<file path="config.mk">
export PLATFORM = sky130hd
export DESIGN_NAME = bitplane_shift_accumulator
export DESIGN_NICKNAME = d
export VERILOG_FILES = /design/src/rtl/bitplane_shift_accumulator.sv
export SDC_FILE = /design/constraint.sdc
export NUM_CORES = 1
export LEC_CHECK = 0
export BUFFER_PORTS_ARGS = -buffer_cell sky130_fd_sc_hd__buf_4
export CORE_UTILIZATION = 43
export CTS_BUF_LIST = sky130_fd_sc_hd__clkbuf_4
export CTS_CLUSTER_DIAMETER = 200
export CTS_CLUSTER_SIZE = 25
export DETAILED_ROUTE_END_ITERATION = 6
export PLACE_DENSITY_LB_ADDON = 0.08
export SLEW_MARGIN = 40
export SYNTH_ARGS = -nofsm -noshare
export SYNTH_HDL_FRONTEND = slang
export SYNTH_SLANG_ARGS = --single-unit
</file>
<file path="constraint.sdc">
create_clock -name clk -period 5.3 [get_ports clk]
set_input_delay 0.795 -clock clk [delete_from_list [all_inputs] [get_ports clk]]
set_output_delay 0.795 -clock clk [all_outputs]
set_load 0.02 [all_outputs]
</file>
<file path="src/rtl/bitplane_shift_accumulator.sv">
// bitplane_shift_accumulator: issues activation bit-planes and shift-adds returned popcounts into a signed dot product
module bitplane_shift_accumulator #(
    parameter int IN_BITS  = 8,
    parameter int SUM_W    = 8,
    parameter int TREE_LAT = 3,
    parameter int ACC_W    = SUM_W + IN_BITS + 1,
    parameter int IDX_W    = $clog2(IN_BITS)
) (
    input  logic             clk,
    input  logic             rst,
    input  logic             start,
    input  logic             signed_mode,
    output logic             ready,
    output logic             plane_en,
    output logic [IDX_W-1:0] plane_sel,
    input  logic [SUM_W-1:0] sum_in,
    output logic             out_valid,
    output logic [ACC_W-1:0] out_data
);
    localparam logic [IDX_W-1:0] LAST = IDX_W'(IN_BITS - 1);
    localparam int               L    = TREE_LAT - 1;

    typedef enum logic {IDLE, ISSUE} state_t;

    state_t              state;
    logic [IDX_W-1:0]    cnt;
    logic                sgn_job;
    logic                cur_sgn;
    logic [TREE_LAT-1:0] tv;
    logic [TREE_LAT-1:0] ts;
    logic [TREE_LAT-1:0] tl;
    logic [IDX_W-1:0]    ti [TREE_LAT];
    logic [ACC_W-1:0]    acc;
    logic [ACC_W-1:0]    mag;
    logic [ACC_W-1:0]    term;
    logic [ACC_W-1:0]    nxt;

    assign ready     = (state == IDLE);
    assign plane_en  = (state == ISSUE) || start;
    assign plane_sel = (state == ISSUE) ? cnt : '0;
    assign cur_sgn   = (state == IDLE) ? signed_mode : sgn_job;

    // Issue FSM: plane 0 goes out with the accepted start, planes 1..IN_BITS-1 follow
    always_ff @(posedge clk) begin
        if (rst) begin
            state   <= IDLE;
            cnt     <= '0;
            sgn_job <= 1'b0;
        end else if (state == IDLE) begin
            if (start) begin
                state   <= ISSUE;
                cnt     <= IDX_W'(1);
                sgn_job <= signed_mode;
            end
        end else if (cnt == LAST) begin
            state <= IDLE;
            cnt   <= '0;
        end else begin
            cnt <= cnt + IDX_W'(1);
        end
    end

    // Tag pipeline: each plane's attributes travel alongside its popcount through the tree
    always_ff @(posedge clk) begin
        if (rst) begin
            tv <= '0;
        end else begin
            tv[0] <= plane_en;
            ts[0] <= cur_sgn;
            tl[0] <= (plane_sel == LAST);
            ti[0] <= plane_sel;
            for (int i = 1; i < TREE_LAT; i++) begin
                tv[i] <= tv[i-1];
                ts[i] <= ts[i-1];
                tl[i] <= tl[i-1];
                ti[i] <= ti[i-1];
            end
        end
    end

    assign mag  = ACC_W'(sum_in) << ti[L];
    assign term = (ts[L] && ti[L] == LAST) ? -mag : mag;
    assign nxt  = ((ti[L] == '0) ? '0 : acc) + term;

    // Shift-add accumulation; plane 0 restarts the sum, last plane publishes it
    always_ff @(posedge clk) begin
        if (rst) begin
            acc       <= '0;
            out_valid <= 1'b0;
            out_data  <= '0;
        end else begin
            out_valid <= 1'b0;
            if (tv[L]) begin
                acc <= nxt;
                if (tl[L]) begin
                    out_data  <= nxt;
                    out_valid <= 1'b1;
                end
            end
        end
    end
endmodule
</file>
== After elaboration in Yosys (flattened, before gate mapping) ==
Memories as Yosys holds them, arrays and structs flattened.
Index checks and enable logic that the tools add are counted.

* Add/sub/neg operators: 3
* Equality and inequality tests: 3
* Shift-type cells: 1
* Mux-type cells: 12
* Bitwise operators: 2
* Reduce and logical (&&, ||, !) cells: 7

{| class="wikitable"
|+ Operators by type and width
! operator !! count
|-
| $mux W17 || 2
|-
| $add A17 B17 Y17 || 1
|-
| $neg A17 Y17 || 1
|-
| $shl A8 B3 Y17 || 1
|-
| $mux W3 || 4
|-
| $eq A3 B3 Y1 const B || 3
|-
| $mux W1 || 6
|-
| $reduce_and A2 Y1 || 2
|-
| $add A3 B1 Y3 const B || 1
|-
| $logic_not A3 Y1 || 1
|-
| $not A1 Y1 || 2
|-
| $reduce_bool A2 Y1 || 1
|-
| $reduce_or A2 Y1 || 1
|-
| $logic_and A1 B1 Y1 || 1
|-
| $logic_or A1 B1 Y1 || 1
|}

* Register bits after elaboration: 49
* Memory bits (writable): 9
* Bits of input ports: 12
* Output and inout bits: 23
* Word-level logic and storage cells: 38
* Memories kept: 1

{| class="wikitable"
|+ Memories
! name !! words !! bits a word !! rd ports !! clocked after memory_dff !! wr ports !! RTL line !! RTL
|-
| ti || 3 || 3 || 3 || 0 || 3 || 32 || <nowiki>logic [IDX_W-1:0] ti [TREE_LAT];</nowiki>
|}

== Depth between registers and ports, before layout ==
Gate-level depths: netlist of run 1.

* Depth in word-level cells: 4
* Gate-level depth with buffers: 19
* Depth with buffers taken out: 18

== Worst setup path after synthesis of run 1 ==
OpenSTA, ideal clock, no wires.

* Path kind: reg2reg
* From: memory ti[0][6] in the netlist's numbering
* To: register acc[16]
* Library setup time: 88 ps
* Arrival: 3,917 ps
* Data required time: 5,212 ps
* Path slack: 1,296 ps
* Cell stages (with the launch flop): 17
* Buffers on the path: 2
* Clock period less this slack: 4,004 ps
* Cells stage by stage: edfxtp_1 buf_4 nor3_1 clkbuf_1 nand2_1 ha_1 nand2_1 a2111oi_4 o32ai_1 nand2_1 nand2_1 ha_1 and3_1 a311o_1 o41ai_4 nor3b_1 nor4_2

{| class="wikitable"
|+ RTL lines
! item !! RTL line !! RTL
|-
| start, declared || 32 ||
|-
| end signal, assigned || 94 || <nowiki>acc <= nxt;</nowiki>
|-
| end, declared || 33 || <nowiki>logic [ACC_W-1:0] acc;</nowiki>
|}

==> impl_metrics.env, run 1 <==
export IMPL_die_h_um=92.6
export IMPL_fin_skew_ns=0.0170
export IMPL_dp_hpwl_mm=5.79
export IMPL_leakage_uw=0.00169
export IMPL_cts_root_buffer="clkbuf_4"
export IMPL_synth_net_count=433
export IMPL_cts_sinks=58
export IMPL_drive_gt1_frac=0.155
export IMPL_period_share=0.820
export IMPL_dr_first_iter_drc_count=151
export IMPL_path_class="reg2reg"
export IMPL_powerDensity_nw_per_um2=256
export IMPL_synth_cells=401
export IMPL_io_pins=35
export IMPL_dieArea_sq_um=8580
export IMPL_hold_path_class="reg2reg"
export IMPL_cts_repair_resized=0
export IMPL_grt_max_degree=39
export IMPL_antenna_found_initial=0
export IMPL_clock_latency_ns=0.40
export IMPL_tightest_slew_ns=0.825
export IMPL_firstDrtPassIters=4
export IMPL_antennaDiodeCount=0
export IMPL_cts_buffers=9
export IMPL_row_count=32
export IMPL_hold_depth=0
export IMPL_endpoint_kind="register"
export IMPL_finish_net_count=458
export IMPL_maxSlewViolCount=0
export IMPL_cp_start_kind="register"
export IMPL_htree_levels=3
export IMPL_drc_errors=0
export IMPL_drtAntennaViolNets=0
export IMPL_design_area_sq_um=4000
export IMPL_required_ns=5.62
export IMPL_grt_pass1_vias=2643
export IMPL_grt_pass1_wl_mm=13.5
export IMPL_floorplan_initialDensity=0.450
export IMPL_ys_seq_elements=58
export IMPL_synth_area_sq_um=3530
export IMPL_tritoncts="yes"
export IMPL_reg2reg_depth=16
export IMPL_setup_tns_ns=0
export IMPL_place_area_sq_um=3830
export IMPL_grt_total_usage=0.205
export IMPL_place_gp_congestion=0.824
export IMPL_synth_edf_count=15
export IMPL_io_buffers=34
export IMPL_max_freq_mhz=230
export IMPL_crit_fanout=23
export IMPL_synth_cell_types=56
export IMPL_syn_mean_instance_area_sq_um=8.81
export IMPL_status="complete, no violations"
export IMPL_hold_viol_final=0
export IMPL_routedWlPerCell_um=14.9
export IMPL_period_needed_ns=4.35
export IMPL_drv_cap=0
export IMPL_vias=2891
export IMPL_cts_setup_buffers=0
export IMPL_slew_headroom=0.450
export IMPL_cts_path_max_buffers=2
export IMPL_vdd_ir_drop_max_mv=0.158
export IMPL_die_w_um=92.6
export IMPL_critical_path_arrival_ns=4.67
export IMPL_area_delta_synth_final_pct=13.2
export IMPL_overflow=0
export IMPL_drt_wl_total_mm=7.93
export IMPL_holdBufCountCts=0
export IMPL_ys_seq_area_frac=0.371
export IMPL_rsz0062_at_grt="no"
export IMPL_synth_main_ff_cell="dfxtp_1"
export IMPL_final_common_cell="nand2_1"
export IMPL_ys_warn_count=0
export IMPL_setup_viol_count_final=0
export IMPL_viasPerCell=5.42
export IMPL_nFillCells=795
export IMPL_synthArstFlopShare=0
export IMPL_core_area_sq_um=7850
export IMPL_clk_pin_slew_ns=0.11
export IMPL_final_cell_mix="nand2_1, dfxtp_1, buf_4"
==> final timing paths <==
path / to / slack (ns) / startpoint
worst max-delay path: out_data[16] / 0.95 / ti[0][6]
worst min-delay path: ti[0][6] / 0.41 / ti[0][3]
worst max register to register: out_data[16] / 0.95 / ti[0][6]
worst min register to register: ti[0][6] / 0.41 / ti[0][3]
==> per-layer routing <==
layer  routed length (um)  vias up  global-route usage
li1                     -     1482                   -
met1                 3830     1341               0.281
met2                 3640       59               0.312
met3                  334        9              0.0525
met4                  117        0              0.0718
met5                    0        -                   0
==> synth_stat cells, types with 3 or more instances <==
master,count,area (sq um)
xor2_1,7,61.3
and3_1,5,31.3
nand2b_1,11,68.8
nor2b_1,23,144
ha_1,19,238
o21ai_0,16,80.1
and2_1,8,50.1
o22ai_1,5,31.3
a31oi_1,3,18.8
nor3_1,8,40.0
nor2_1,32,120
a211oi_1,5,37.5
nand3_1,12,60.1
edfxtp_1,15,450
a21oi_1,32,160
buf_1,4,15.0
mux2i_2,4,55.1
o211ai_1,3,22.5
nand2_1,46,173
a21o_1,6,45.0
clkbuf_1,15,56.3
dfxtp_1,43,861
mux2i_1,16,160
nor3b_1,5,37.5
xnor2_1,9,78.8
inv_1,10,37.5
==> registers in the layout, indices dropped and copies added (netlist names) <==
register,cells
acc,17
out_data,17
ti,9
cnt,3
tl,3
ts,3
tv,3
out_valid,1
sgn_job,1
state,1
==> cells by family after synthesis <==
kind of cell / after synthesis / synth area share
adders and majority gates: 20 / 0.0730
xor gates and xnor gates: 17 / 0.0443
DFF: 58 / 0.371
AOI/OAI and AO/OA: 93 / 0.181
buffers and inverters: 32 / 0.0375
muxes: 22 / 0.0673
and+or+nand+nor: 159 / 0.226
==> stage by stage <==
step           utilization  hold WS, ns  setup slack [ns]  total power, uW  std cells
3_3_place_gp         0.489        0.402              1.07              657        517
2_1_floorplan            -        0.400              1.30              613        401
6_report             0.510        0.414             0.954             1020        533
4_1_cts              0.510        0.416             0.978             1040        533
5_1_grt              0.510        0.430             0.601             1080        533
3_5_place_dp         0.489        0.405              1.01              658        517
==> critical path, stage by stage, from the launching register on <==
cell and delay, ns:
edfxtp_1 0.91, nand2b_1 0.22, a21oi_1 0.08, nor2b_1 0.19
inv_1 0.09, ha_1 0.27, nand2_1 0.12, a2111oi_4 0.37
o32ai_1 0.15, nand2_1 0.12, nand2_1 0.07, ha_1 0.38
and3_1 0.18, a311o_1 0.41, o41ai_4 0.37, nor3_1 0.08
nor3_1 0.25
==> where the power goes <==
| group | internal [uW] | total [uW] | switching (uW) |
|---|---|---|---|
| combinational | 65.5 | 163 | 97.1 |
| clock | 198 | 376 | 178 |
| sequential | 469 | 485 | 15.8 |
| total | 733 | 1020 | 291 |
==> final cells by class <==
cell class	count	area [sq um]	share of cell area
Clock inverter	6	90.1	0.0225
Multi-Input combinational cell	311	2090	0.522
Inverter	10	37.5	0.00938
Tap cell	102	128	0.0319
Timing Repair Buffer	36	270	0.0676
Sequential cell	58	1310	0.328
Clock buffer	10	75.1	0.0188
Power figures use the tool's default switching activity.
==> run 2, diff against run 1 <==
--- a/config.mk
+++ b/config.mk
@@ -5,6 +5,7 @@
 export SDC_FILE = /design/constraint.sdc
 export NUM_CORES = 1
 export LEC_CHECK = 0
+export ABC_AREA = 1
 export BUFFER_PORTS_ARGS = -buffer_cell sky130_fd_sc_hd__buf_4
 export CORE_UTILIZATION = 43
 export CTS_BUF_LIST = sky130_fd_sc_hd__clkbuf_4
==> constraint.sdc (replaced) <==
create_clock -name clk -period 4.1 [get_ports clk]
set_input_delay 0.615 -clock clk [delete_from_list [all_inputs] [get_ports clk]]
set_output_delay 0.615 -clock clk [all_outputs]
set_load 0.02 [all_outputs]
==> impl_metrics.env, run 2 <==
export IMPL_status="complete, no violations"
export IMPL_powerDensity_nw_per_um2=306
export IMPL_instances_no_fill=660
export IMPL_ff2ff_setup_slack_ns=0.40
export IMPL_grt_pass1_wl_mm=13.4
export IMPL_rsz0062_at_grt="no"
export IMPL_hold_depth=2
export IMPL_fin_ws_ns=0.401
export IMPL_yosysMostFrequentCell="nand2_1"
export IMPL_crit_family="simple AND/OR/NAND/NOR gates"
export IMPL_timing_rr_end="out_data[16]"
export IMPL_hold_viol_final=0
export IMPL_synth_edf_count=15
export IMPL_r2r_start="ti[0][6]"
export IMPL_drt_wl_total_mm=8.24
export IMPL_reg2reg_depth=18
export IMPL_die_w_um=93.8
export IMPL_clockPowerShare=0.289
export IMPL_htree_levels=3
export IMPL_viasPerCell=4.98
export IMPL_synth_cell_types=37
export IMPL_max_freq_mhz=270
export IMPL_cts_path_max_buffers=2
export IMPL_tightest_slew_ns=0.699
export IMPL_required_ns=4.42
export IMPL_crit_fanout=12
export IMPL_ys_seq_area_frac=0.362
export IMPL_critPathSlowestCell="edfxtp_1"
export IMPL_period_needed_ns=3.70
export IMPL_synth_top_area_cell="dfxtp_1"
export IMPL_core_area_sq_um=8180
export IMPL_row_count=33
export IMPL_maxSlewViolCount=0
export IMPL_place_gp_congestion=0.883
export IMPL_total_power_uw=1240
export IMPL_cts_repair_resized=0
export IMPL_floorplan_initialDensity=0.443
export IMPL_period_share=0.902
export IMPL_syn_mean_instance_area_sq_um=6.98
export IMPL_synth_main_ff_cell="dfxtp_1"
export IMPL_final_common_cell="nand2_1"
export IMPL_p_switching_uw=416
export IMPL_area_delta_synth_final_pct=12.0
export IMPL_io_buffers=34
export IMPL_fin_skew_ns=0.0141
export IMPL_yosys_top_cells_area="dfxtp_1, edfxtp_1, nand2_1"
export IMPL_setup_tns_ns=0
export IMPL_max_stage_delay_ns=0.59
export IMPL_final_cell_mix="nand2_1, inv_1, nor2_1"
export IMPL_drive_gt1_frac=0.119
export IMPL_synth_top_area_frac=0.238
export IMPL_dieArea_sq_um=8790
export IMPL_synth_area_sq_um=3620
export IMPL_die_h_um=93.8
export IMPL_power_frac_seq=0.506
export IMPL_drc_errors=0
export IMPL_firstDrtPassIters=5
export IMPL_overflow=0
export IMPL_power_internal_uw=824
export IMPL_drv_cap=0
export IMPL_p_sw_frac=0.335
export IMPL_worstHoldStart="tv[1]"
export IMPL_clk_pin_slew_ns=0.11
export IMPL_antennaDiodeCount=0
export IMPL_ys_warn_count=0
export IMPL_holdBufCountCts=0
export IMPL_critPathBufInv=4
export IMPL_hold_end="tv[2]"
export IMPL_ys_seq_elements=58
export IMPL_grt_max_degree=32
export IMPL_synthArstFlopShare=0
export IMPL_grt_total_usage=0.199
export IMPL_synth_cells=519
export IMPL_antenna_found_initial=0
export IMPL_top_regs="acc: 17 flops, out_data: 17 flops, ti: 9 flops"
export IMPL_cts_root_buffer="clkbuf_4"
export IMPL_ys_top_cells_by_count="nand2_1, inv_1, nor2_1"
export IMPL_dp_hpwl_mm=6.16
export IMPL_cts_setup_buffers=0
export IMPL_routedWlPerCell_um=12.5
export IMPL_slew_headroom=0.534
export IMPL_io_pins=35
export IMPL_cts_sinks=58
export IMPL_dp_cells=644
export IMPL_leakage_uw=0.00216
export IMPL_cts_buffers=9
export IMPL_path_cells="inv_1 -> nand2_1 -> nand2_1 -> nand3_1 -> ha_1 -> inv_1 -> o21ai_0 -> inv_1 -> fa_1 -> nand3b_1 -> nand2_1 -> a21oi_1 -> o21ai_0 -> a31oi_1 -> nand3_1 -> nand3_1 -> nand2_1 -> inv_1"
export IMPL_setup_viol_count_final=0
export IMPL_combPwrFrac=0.204
export IMPL_critical_path_arrival_ns=4.02
export IMPL_dr_first_iter_drc_count=170
export IMPL_cp_start_kind="register"
export IMPL_vias=3290
export IMPL_tritoncts="yes"
export IMPL_path_class="reg2reg"
export IMPL_fin_hold_ws_ns=0.407
export IMPL_grt_pass1_vias=2860
export IMPL_finish_net_count=582
export IMPL_place_ws_ns=0.467
export IMPL_hold_path_class="reg2reg"
export IMPL_drtAntennaViolNets=0
export IMPL_clock_latency_ns=0.41
export IMPL_vdd_ir_drop_max_mv=0.168
export IMPL_endpoint_kind="register"
export IMPL_synth_net_count=551
run 2: changes by cell type after synthesis, sizes merged, moves of 5 or more:
cell,previous run,this run
inv,10,93
nor2b,23,0
o22ai,5,0
xnor2,10,5
and3,5,0
nand3,12,50
mux2i,20,0
nor2,32,53
o211ai,3,8
and2,8,0
nand2,46,107
nand2b,11,0
o21ai,17,39
run 2: worst max-delay path by stage:
stage / start / end / slack (ns) / depth (start not counted)
CTS: ti[0][6] / out_data[16] / 0.42 / 18
global route: ti[0][6] / acc[12] / 0.02 / 18
finish: ti[0][6] / out_data[16] / 0.40 / 18
global placement: ti[0][6] / out_data[16] / 0.58 / 18
detailed placement: ti[0][6] / out_data[16] / 0.47 / 18
floorplan: ti[0][6] / acc[16] / 0.86 / 19
run 2: layout make-up:
class,instances,area [sq um]
Sequential cell,58,1310
Timing Repair Buffer,36,270
Clock buffer,9,67.6
Tap cell,105,131
Multi-Input combinational cell,350,1870
Fill cell,876,4120
Clock inverter,7,43.8
Inverter,95,357
run 2: per-stage QoR:
stage / utilization / instance area [sq um]
6_report: 0.496 / 4050
5_1_grt: 0.496 / 4050
4_1_cts: 0.496 / 4050
3_5_place_dp: 0.482 / 3940
3_3_place_gp: 0.482 / 3940
2_1_floorplan: - / 3620
run 2: per-layer routing:
metal	track usage	vias to the layer above	share of wire
met5	0	-	0
met4	0.0590	0	0.015
met3	0.0413	10	0.028
met2	0.315	43	0.44
met1	0.271	1499	0.52
li1	-	1738	-
run 2: cells by family (layout without fill, tap and decap cells):
logic type	after synthesis	after routing	synth area share
simple gates	224	224	0.267
xor+xnor	15	15	0.0363
compound gates	91	91	0.143
flops	58	58	0.362
buf+inv	111	147	0.121
fa+ha+maj	20	20	0.0712
run 2: power by group through the flow:
stage	logic (uW)	registers, uW	clock network [uW]
2_1_floorplan	188	639	0
3_3_place_gp	252	640	0
3_5_place_dp	253	641	0
4_1_cts	254	628	375
5_1_grt	286	631	398
6_report	253	628	359
run 2: tightest hold or removal path: stages, from the launching register on:
cell and delay, ns:
dfxtp_1 0.31, inv_1 0.04, nor2_1 0.03
